===== src/rtl/serial_alu.sv =====
// Digit-serial add/subtract unit for the EXEC phase: one DIGIT_W slice per clock.
// Latency: NDIG+1 rising edges from the first edge that sees alu_start to alu_done high.
// Backpressure: level handshake; the unit holds DONE while alu_start stays high and returns to IDLE when it drops.
module serial_alu #(
    parameter int WIDTH   = 16,
    parameter int DIGIT_W = 4
) (
    input  logic             clk,
    input  logic             reset,
    input  logic             alu_start,
    input  logic             alu_op,
    input  logic             immediate,
    input  logic [WIDTH-1:0] rs1_data,
    input  logic [WIDTH-1:0] rs2_data,
    input  logic [WIDTH-1:0] sgnext_imm,
    output logic [WIDTH-1:0] alu_result,
    output logic             alu_done,
    output logic             busy,
    output logic             carry,
    output logic             zero,
    output logic             overflow
);

    localparam int NDIG  = WIDTH / DIGIT_W;
    localparam int IDX_W = (NDIG > 1) ? $clog2(NDIG) : 1;
    localparam logic [IDX_W-1:0] LAST_IDX = IDX_W'(NDIG - 1);

    localparam logic [1:0] S_IDLE = 2'd0;
    localparam logic [1:0] S_RUN  = 2'd1;
    localparam logic [1:0] S_DONE = 2'd2;

    logic [1:0]               state;
    logic [WIDTH-1:0]         a_sr;
    logic [WIDTH-1:0]         b_sr;
    logic [WIDTH-1:0]         res_sr;
    logic                     c_reg;
    logic [IDX_W-1:0]         idx;

    logic [WIDTH-1:0]         b_sel;
    logic [DIGIT_W:0]         dsum;
    logic [WIDTH+DIGIT_W-1:0] res_cat;
    logic [WIDTH-1:0]         res_next;
    logic                     ovf_next;

    // Operand B mux; subtract is done as A + ~B + 1, so B is inverted here and the +1 rides in on the carry.
    always_comb begin
        b_sel = immediate ? sgnext_imm : rs2_data;
        if (alu_op) begin
            b_sel = ~b_sel;
        end
    end

    // One digit of the ripple: low slices of A and B plus the stored carry; the sum digit enters the result from the top.
    always_comb begin
        dsum     = {1'b0, a_sr[DIGIT_W-1:0]} + {1'b0, b_sr[DIGIT_W-1:0]} + {{DIGIT_W{1'b0}}, c_reg};
        res_cat  = {dsum[DIGIT_W-1:0], res_sr};
        res_next = res_cat[WIDTH+DIGIT_W-1:DIGIT_W];
        // On the last digit the low slice of a_sr/b_sr holds the operand MSB digits.
        ovf_next = (a_sr[DIGIT_W-1] == b_sr[DIGIT_W-1]) && (dsum[DIGIT_W-1] != a_sr[DIGIT_W-1]);
    end

    // Control FSM plus datapath registers; results and flags only move on DONE entry.
    always_ff @(posedge clk or posedge reset) begin
        if (reset) begin
            state      <= S_IDLE;
            a_sr       <= '0;
            b_sr       <= '0;
            res_sr     <= '0;
            c_reg      <= 1'b0;
            idx        <= '0;
            alu_result <= '0;
            carry      <= 1'b0;
            zero       <= 1'b0;
            overflow   <= 1'b0;
        end else begin
            case (state)
                S_IDLE: begin
                    if (alu_start) begin
                        a_sr  <= rs1_data;
                        b_sr  <= b_sel;
                        c_reg <= alu_op;
                        idx   <= '0;
                        state <= S_RUN;
                    end
                end
                S_RUN: begin
                    a_sr   <= a_sr >> DIGIT_W;
                    b_sr   <= b_sr >> DIGIT_W;
                    res_sr <= res_next;
                    c_reg  <= dsum[DIGIT_W];
                    idx    <= idx + IDX_W'(1);
                    if (idx == LAST_IDX) begin
                        state      <= S_DONE;
                        alu_result <= res_next;
                        carry      <= dsum[DIGIT_W];
                        zero       <= (res_next == '0);
                        overflow   <= ovf_next;
                    end
                end
                S_DONE: begin
                    // No restart while the request level is still high.
                    if (!alu_start) begin
                        state <= S_IDLE;
                    end
                end
                default: state <= S_IDLE;
            endcase
        end
    end

    // Status outputs decode directly from the registered state.
    always_comb begin
        alu_done = (state == S_DONE);
        busy     = (state == S_RUN);
    end

endmodule


===== config.mk =====
export PLATFORM = sky130hd
export DESIGN_NAME = serial_alu
export DESIGN_NICKNAME = d
export VERILOG_FILES = /design/src/rtl/serial_alu.sv
export SDC_FILE = /design/constraint.sdc
export NUM_CORES = 1
export LEC_CHECK = 0
export CELL_PAD_IN_SITES_DETAIL_PLACEMENT = 1
export CELL_PAD_IN_SITES_GLOBAL_PLACEMENT = 2
export CORE_UTILIZATION = 28
export CTS_BUF_LIST = sky130_fd_sc_hd__clkbuf_4
export DETAILED_ROUTE_END_ITERATION = 10
export PLACE_DENSITY = 0.69
export SETUP_SLACK_MARGIN = 0.1
export SYNTH_ARGS = -nofsm -noshare
export SYNTH_HDL_FRONTEND = slang
export SYNTH_SLANG_ARGS = --single-unit
export TNS_END_PERCENT = 100

===== constraint.sdc =====
create_clock -name clk -period 7.2 [get_ports clk]
set_clock_uncertainty 0.2 [all_clocks]
set_input_delay 1.44 -clock clk [delete_from_list [all_inputs] [get_ports clk]]
set_output_delay 1.44 -clock clk [all_outputs]
set_load 0.01 [all_outputs]

==> flow_summary.toml, run 1 <==
[clock_tree]
post_cts_buffers = 0
cts-buffers-inserted = 9
postCtsHoldBufs = 0
postCtsResizedCells = 0
cts_tree = "yes"
cts_buffer_depth = 2
clk_latency_ns = 0.41
root_buffer = "clkbuf_4"
numClockSinks = 68
cts.clk_slew.worst_paths_ns = 0.11
htree_num_levels = 3

[timing]
fin_tns_setup_ns = 0
fmax_mhz = 239.1
fin_hold_ws_ns = 0.2919
rsz0062_at_grt = "no"
hold_viol = 0
final.min_clock_period_ns = 4.182
max_slew_margin_pct = 31.79
finalSetupViolations = 0
worstMarginPinSlew_ns = 1.019
fin_crit_sh_pct = 58.08
maxSlewViolCount = 0

[worst_setup_path]
path_max_fanout = 30
crit_arrival_ns = 2.54
crit_path_cell_trace = "nand2_4 > inv_4 > clkdlybuf4s50_1"
cp_data_required_time_ns = 5.56
cpPeakStageDelay_ns = 0.69
r2r_slack_ns = 4.71
crit_family = "buffers and inverters"
crit_type = "flop to output port"
crit_buf_inv = 2
critPathLaunchType = "flop"
slowest_stage = "dfrtp_1"
critical_path.endpoint_type = "output port"

[finish]
final_nets = 435
top_regs = "a_sr: 16 flops, alu_result: 16 flops, b_sr: 16 flops"
stdcell_count = 525
seq_area_mm2 = 0.001702
fillers = 1318
design_area_mm2 = 0.004359
drive_above_1_share_pct = 9.449
multiInputGateArea_mm2 = 0.001559
areaGrowthSynthToFinish_pct = 27.85

[power]
leakagePower_nw = 1.973
swShare_pct = 38.41
intPower_w = 0.001109
peakVddDrop_v = 0.0001203
combPwrFrac_pct = 45.9
power_frac_clock_pct = 15.4
seqPwrFrac_pct = 38.7
power_w = 0.001801
power.switching_w = 0.0006920
power_density_mw_per_mm2 = 413.2

[floorplanning]
boundaryPins = 74
start_util_pct = 29.24
std_cell_rows = 39
die_w_um = 112.4
die-area_mm2 = 0.01262
fp.coreArea_mm2 = 0.01166
die-height_um = 112.4

[synthesis]
ys.warnings.count = 0
synth.avg_cell_area_um2 = 11.00
ys_ff_latch = 68
synthCells = 310
ys_seq_area_share_pct = 49.91
syn-num-nets = 369
ys.flop_type = "dfrtp_1"
synth_area_leaders = "dfrtp_1 (50%), mux2i_1 (11%), nand2_1 (6.7%)"
synth_commonest_cells = "dfrtp_1 (68), nand2_1 (61), mux2i_1 (38)"
ys_async_sr_fraction_pct = 100.0
netlist.area_leader.share_pct = 49.91
synth_cell_type_count = 34
synth.most_common_cell = "dfrtp_1"
syn_area_mm2 = 0.003410
synth-edff-count = 0
yosysTopAreaCell = "dfrtp_1"

[routing]
drtAntennaViolNets = 0
drc = 7
drt_pre_antenna_iters = 7
num_vias = 2395
drt_iter0_drc = 92
via_per_inst = 4.562
routed_wl_mm = 7.661
wire_per_inst_um = 14.59

[run_status]
violations = "DRC"
outcome = "finished with violations"

[place]
io_buffers = 73
dp_cells = 508
hpwl_mm = 5.411
placed_area_mm2 = 0.004203
gp_congestion = 0.7602

[global_routing]
grt_pass1_wl_mm = 13.17
grt_max_degree = 69
grt_use_total_pct = 13.40
antenna_found_initial = 1
overflow = 0
grt_pass1_vias = 2662

[run]
cap_violations = 0

[hold_path]
hp-class = "flop to flop"
[tightest hold or removal path: stages (launching register included)]
cell and delay [ns]:
dfrtp_1 0.36, nand2_1 0.05, o21ai_0 0.06
[routing by layer]
layer	routed length (um)	vias up	track usage, %
met5	0	-	0
met4	153	0	6.578
met3	285	13	2.646
met2	3428	63	20.70
met1	3794	1121	17.99
li1	-	1198	-
[worst paths after layout]
kind / from / to / cells past startpoint
setup / recovery: state[0] / busy / 3
hold / removal: a_sr[7] / a_sr[7] / 2
setup reg to reg: state[0] / alu_result[11] / 4
hold reg to reg: a_sr[7] / a_sr[7] / 2
max in group asynchronous: reset / state[0] / 3
min in group asynchronous: reset / alu_result[4] / 3
[per-stage QoR]
| step | util (%) | setup slack [ns] |
|---|---|---|
| 6_report | 37.38 | 3.018 |
| 5_1_grt | 37.38 | 2.854 |
| 4_1_cts | 37.36 | 2.984 |
| 3_5_place_dp | 36.04 | 3.404 |
| 3_3_place_gp | 36.04 | 3.430 |
| 2_1_floorplan | - | 3.848 |
[kinds of logic (layout without fill, tap and decap cells)]
| family | Yosys count | after routing | synth area share (%) |
|---|---|---|---|
| xor+xnor | 19 | 19 | 4.881 |
| compound gates | 56 | 56 | 9.468 |
| mux | 53 | 53 | 17.54 |
| flops | 68 | 68 | 49.91 |
| simple gates | 85 | 85 | 10.86 |
| other cells | 0 | 1 | 0 |
| buf+inv | 23 | 94 | 4.697 |
| fa+ha+maj | 6 | 6 | 2.642 |
[power groups by stage]
stage | registers (W) | logic [W] | clock network, W
6_report | 0.000697 | 0.000826 | 0.000278
5_1_grt | 0.000725 | 0.000928 | 0.000306
4_1_cts | 0.000701 | 0.000845 | 0.000290
3_5_place_dp | 0.000711 | 0.000842 | 0
3_3_place_gp | 0.000703 | 0.000822 | 0
2_1_floorplan | 0.000677 | 0.000612 | 0
[cell usage in the layout (no fill, tap or decap), drive strengths merged, types with 2 or more instances in the layout]
cell type      instances
clkdlybuf4s50         73
clkinv                 3
a21oi                  9
inv                    4
a21o                   3
a22o                   5
mux2                  15
a211oi                 3
nand2                 63
dfrtp                 68
mux2i                 38
nor4                   3
xor2                   5
xnor2                 14
nor2b                  6
o22ai                  3
fa                     2
clkbuf                10
o21ai                 31
bufinv                 2
ha                     4
nor3                   3
nor2                   7
[area by class of cell]
type	count	share of cell area (%)
flip-flops and latches	68	39.04
inverters	4	0.5741
multi-input cells	219	35.76
clock inverters	6	1.808
diodes	1	0.05741
well taps	143	4.104
clock buffers	10	1.722
repair buffers	74	16.93
(Power assumes the default switching activity.)
==> run 2: changes to the inputs <==
Settings changed: PLACE_DENSITY 0.69 to 0.71.
Clock period 7.2 ns to 3.7 ns, I/O delays scaled along.
==> run 2 against run 1 <==
  * The flow still finishes with violations (DRC)
  * Worst setup slack worse by 2.4 ns
  * Core utilization up 0.25 points
  * Worst hold slack worse by 0.0016 ns
  * Combinational power rose by 97%
  * Largest power group unchanged
  * Count of clock-buffer cells in the layout is 1 lower
  * First-iteration DRC count rose by 30%
  * Sequential cell count unchanged
==> flow_summary.toml, run 2 (same netlist as run 1, synthesis figures left out) <==
[routing]
wl_met3_um = 340
wl_met2_mm = 3.446
drt_pre_antenna_iters = 9
drt_iter0_drc = 120
num_vias = 2403
drtAntennaViolNets = 0
topRoutingLayerUsed = "met4"
wl_met1_mm = 3.759
via_per_inst = 4.568
wire_per_inst_um = 14.40
drc = 4
routed_wl_mm = 7.577

[floorplanning]
die_w_um = 112.4
std_cell_rows = 39
die-area_mm2 = 0.01262
die-height_um = 112.4
fp.coreArea_mm2 = 0.01166
start_util_pct = 29.24
boundaryPins = 74

[finish]
areaGrowthSynthToFinish_pct = 28.70
fillers = 1303
stdcell_count = 526
design_area_mm2 = 0.004388
final_nets = 438
final_common_cell = "clkdlybuf4s50_1"
layout_common_cells = "clkdlybuf4s50_1 (73), dfrtp_1 (68), nand2_1 (61)"
drive_above_1_share_pct = 10.70
top_regs = "a_sr: 16 flops, alu_result: 16 flops, b_sr: 16 flops"
diodes = 0

[timing]
finalSetupViolations = 0
final.min_clock_period_ns = 3.055
fmax_mhz = 327.4
fin_hold_ws_ns = 0.2903
fin_ws_ns = 0.6452
max_slew_margin_pct = 35.17
fin_tns_setup_ns = 0
worstMarginPinSlew_ns = 0.9695
rsz0062_at_grt = "no"
fin_crit_sh_pct = 82.56
hold_viol = 0
maxSlewViolCount = 0

[clock_tree]
cts-buffers-inserted = 9
cts_buffer_depth = 2
cts_tree = "yes"
htree_num_levels = 3
clk_latency_ns = 0.40
postCtsHoldBufs = 0
cts.clk_slew.worst_paths_ns = 0.11
root_buffer = "clkbuf_4"
post_cts_buffers = 0
numClockSinks = 68
postCtsResizedCells = 0

[worst_setup_path]
critical_path.endpoint_type = "output port"
rr_endpoint = "alu_result[10]"
critPathLaunchType = "flop"
worstSetupEndpoint = "busy"
r2r_cells = 5
path_max_fanout = 27
cp_data_required_time_ns = 2.76
crit_type = "flop to output port"
crit_arrival_ns = 2.11
crit_start = "state[0]"
r2r_slack_ns = 1.17
timing.rr.start = "state[0]"

[place]
gp_congestion = 0.7533
dp_cells = 511
place_ws_ns = 0.9809
io_buffers = 73
hpwl_mm = 5.483
placed_area_mm2 = 0.004230

[power]
leakagePower_nw = 1.994
peakVddDrop_v = 0.0002166
power_density_mw_per_mm2 = 804.4

[global_routing]
grt_pass1_wl_mm = 13.21
overflow = 0
grt_pass1_vias = 2572
antenna_found_initial = 0
grt_max_degree = 49
grt_use_total_pct = 13.23

[run_status]
outcome = "finished with violations"
violations = "DRC"

[hold_path]
hold_depth = 2
hp-class = "flop to flop"

[run]
cap_violations = 0
[run 2: routing by layer]
layer	track usage, %	up-vias
met5	0	-
met4	4.267	0
met3	2.700	5
met2	20.50	66
met1	18.54	1133
li1	-	1199
[run 2: final cells by class]
| type | count | area [um2] | area share, % |
|---|---|---|---|
| clock buffers | 9 | 67.56 | 1.540 |
| clock inverters | 6 | 90.09 | 2.053 |
| inverters | 4 | 25.02 | 0.5703 |
| multi-input cells | 219 | 1551 | 35.36 |
| flip-flops and latches | 68 | 1702 | 38.78 |
| well taps | 143 | 178.9 | 4.078 |
| repair buffers | 77 | 773.2 | 17.62 |
[run 2: worst min path at each step]
stage | slack, ns | start | end
finish | 0.29 | b_sr[9] | b_sr[9]
global route | 0.32 | b_sr[9] | b_sr[9]
CTS | 0.30 | b_sr[9] | b_sr[9]
detailed placement | 0.27 | b_sr[9] | b_sr[9]
global placement | 0.26 | b_sr[7] | b_sr[7]
floorplan | 0.25 | b_sr[11] | b_sr[11]
[run 2: metrics by stage]
stage | total power (W) | util [%]
floorplan | 0.002507 | -
global placement | 0.002982 | 36.27
detailed placement | 0.003040 | 36.27
CTS | 0.003598 | 37.62
global route | 0.003849 | 37.62
finish | 0.003530 | 37.62
[run 2: report_power, final]
group | internal, W | leakage, nW | switching [W] | total [W]
clock | 0.000272 | 0.0820 | 0.000275 | 0.000547
combinational | 0.000816 | 1.06 | 0.000812 | 0.00163
sequential | 0.00108 | 0.853 | 0.000273 | 0.00136
total | 0.00217 | 1.99 | 0.00136 | 0.00353
[run 2: critical path, stage by stage, from the launching register on]
cell and delay, ns:
dfrtp_1 0.68, nand2_4 0.35, inv_4 0.13, clkdlybuf4s50_1 0.55
==> run 3: changes to the inputs <==
Clock period 3.7 ns to 2.8 ns, I/O delays scaled along.
==> run 3 against run 2 <==
  * Critical path type unchanged
  * Critical path depth stayed put
  * First-iteration DRC count is 42% lower
  * The flow still finishes with violations (DRC)
  * Die area stayed put
  * Cell count is 1.1% higher
  * Worst hold slack better by 0.0049 ns
  * Via count is 1.8% higher
  * Worst setup slack worse by 0.43 ns
  * Highest routed layer unchanged
  * Sequential cell count stayed put
  * Routed wire length is 0.51% higher
==> flow_summary.toml, run 3 (same netlist as run 1, synthesis figures left out) <==
[worst_setup_path]
crit_type = "flop to output port"
cpPeakStageDelay_ns = 0.63
path_max_fanout = 8
critPathLaunchType = "flop"
crit_buf_inv = 2
crit_family = "buffers and inverters"
slowest_stage = "dfrtp_1"
critical_path.endpoint_type = "output port"
crit_path_cell_trace = "inv_8 > nor2_1 > clkdlybuf4s50_1"
cp_data_required_time_ns = 2.04
crit_arrival_ns = 1.83

[place]
gp_congestion = 0.7097
dp_cells = 515
place_ws_ns = 0.4391
hpwl_mm = 5.501
io_buffers = 73

[timing]
maxSlewViolCount = 0
max_slew_margin_pct = 66.18
final.min_clock_period_ns = 2.587
rsz0062_at_grt = "no"
fin_tns_setup_ns = 0
fmax_mhz = 386.5
fin_crit_sh_pct = 92.40
fin_ws_ns = 0.2128
hold_viol = 0
finalSetupViolations = 0
worstMarginPinSlew_ns = 0.5074

[routing]
drt_pre_antenna_iters = 7
drc = 10
routed_wl_mm = 7.616
via_per_inst = 4.598
wire_per_inst_um = 14.32
drt_iter0_drc = 70
drtAntennaViolNets = 0
num_vias = 2446

[floorplanning]
die-area_mm2 = 0.01262
std_cell_rows = 39
start_util_pct = 29.24
boundaryPins = 74
die_w_um = 112.4
die-height_um = 112.4
fp.coreArea_mm2 = 0.01166

[run_status]
outcome = "finished with violations"
violations = "DRC"

[clock_tree]
cts.clk_slew.worst_paths_ns = 0.12
cts_buffer_depth = 2
cts_tree = "yes"
postCtsHoldBufs = 0
clk_latency_ns = 0.41
postCtsResizedCells = 0
numClockSinks = 68
post_cts_buffers = 0
root_buffer = "clkbuf_4"
cts-buffers-inserted = 9
htree_num_levels = 3

[global_routing]
overflow = 0
grt_pass1_vias = 2535
grt_use_total_pct = 12.98
grt_pass1_wl_mm = 12.85
grt_max_degree = 69
antenna_found_initial = 0

[power]
combPwrFrac_pct = 47.2
intPower_w = 0.002827
leakagePower_nw = 2.012
power_density_mw_per_mm2 = 1049
power_frac_clock_pct = 14.2
seqPwrFrac_pct = 38.6
power_w = 0.004632
swShare_pct = 38.98
peakVddDrop_v = 0.0004168
power.switching_w = 0.001805

[finish]
fillers = 1328
areaGrowthSynthToFinish_pct = 29.50
stdcell_count = 532
final_nets = 442
drive_above_1_share_pct = 11.86
multiInputGateArea_mm2 = 0.001551
seq_area_mm2 = 0.001702
final_common_cell = "clkdlybuf4s50_1"
top_regs = "a_sr: 16 flops, alu_result: 16 flops, b_sr: 16 flops"
layout_common_cells = "clkdlybuf4s50_1 (73), dfrtp_1 (68), nand2_1 (61)"
fin_util_pct = 37.86

[hold_path]
hp-class = "flop to flop"

[run]
cap_violations = 0
-- run 3: cell count changes in the layout (fill, tap and decap cells not counted) --
cell       change
diode_2        +1
clkbuf_4       +1
bufinv_16      -1
buf_12         +1
clkinv_2       +1
buf_4          +3
-- run 3: cell type report --
type	instances	share of cell area (%)
tap	143	4.052
antenna	1	0.05667
inverter	4	0.5667
timing repair buffer	81	18.48
sequential	68	38.54
clock buffer	10	1.700
multi-input combinational	219	35.14
clock inverter	6	1.474
-- run 3: worst min-delay path: cells and delay by family, from the launching register on --
kind,cells,cell delay [ns]
simple gates,1,0.05
flops,1,0.36
compound gates,1,0.06
-- run 3: worst paths after layout --
path / start / end / slack (ns) / cells after the start
max in group asynchronous: reset / b_sr[0] / 1.76 / 3
hold reg to reg: a_sr[5] / a_sr[5] / 0.30 / 2
setup / recovery: state[1] / alu_done / 0.21 / 3
hold / removal: a_sr[5] / a_sr[5] / 0.30 / 2
setup reg to reg: a_sr[0] / c_reg / 0.45 / 6
min in group asynchronous: reset / alu_result[15] / 0.34 / 3
-- run 3: metrics by stage --
step / hold slack [ns] / cell area, um2
after CTS: 0.3026 / 4413
final: 0.2953 / 4415
after global placement: 0.2630 / 4273
after detailed placement: 0.2739 / 4273
after floorplan: 0.2492 / 3410
after global routing: 0.3157 / 4413
-- run 3: power by group through the flow --
stage	sequential (W)	clock (W)	combinational [W]
6_report	0.00179	0.000657	0.00219
5_1_grt	0.00186	0.000726	0.00246
4_1_cts	0.00180	0.000677	0.00224
3_5_place_dp	0.00183	0	0.00223
3_3_place_gp	0.00181	0	0.00217
2_1_floorplan	0.00174	0	0.00157
-- run 3: metal layers --
metal | vias up | track usage (%) | share of wire [%]
li1 | 1203 | - | -
met1 | 1170 | 17.53 | 48
met2 | 63 | 20.46 | 46
met3 | 10 | 3.348 | 4.6
met4 | 0 | 4.000 | 1.2
met5 | - | 0 | 0
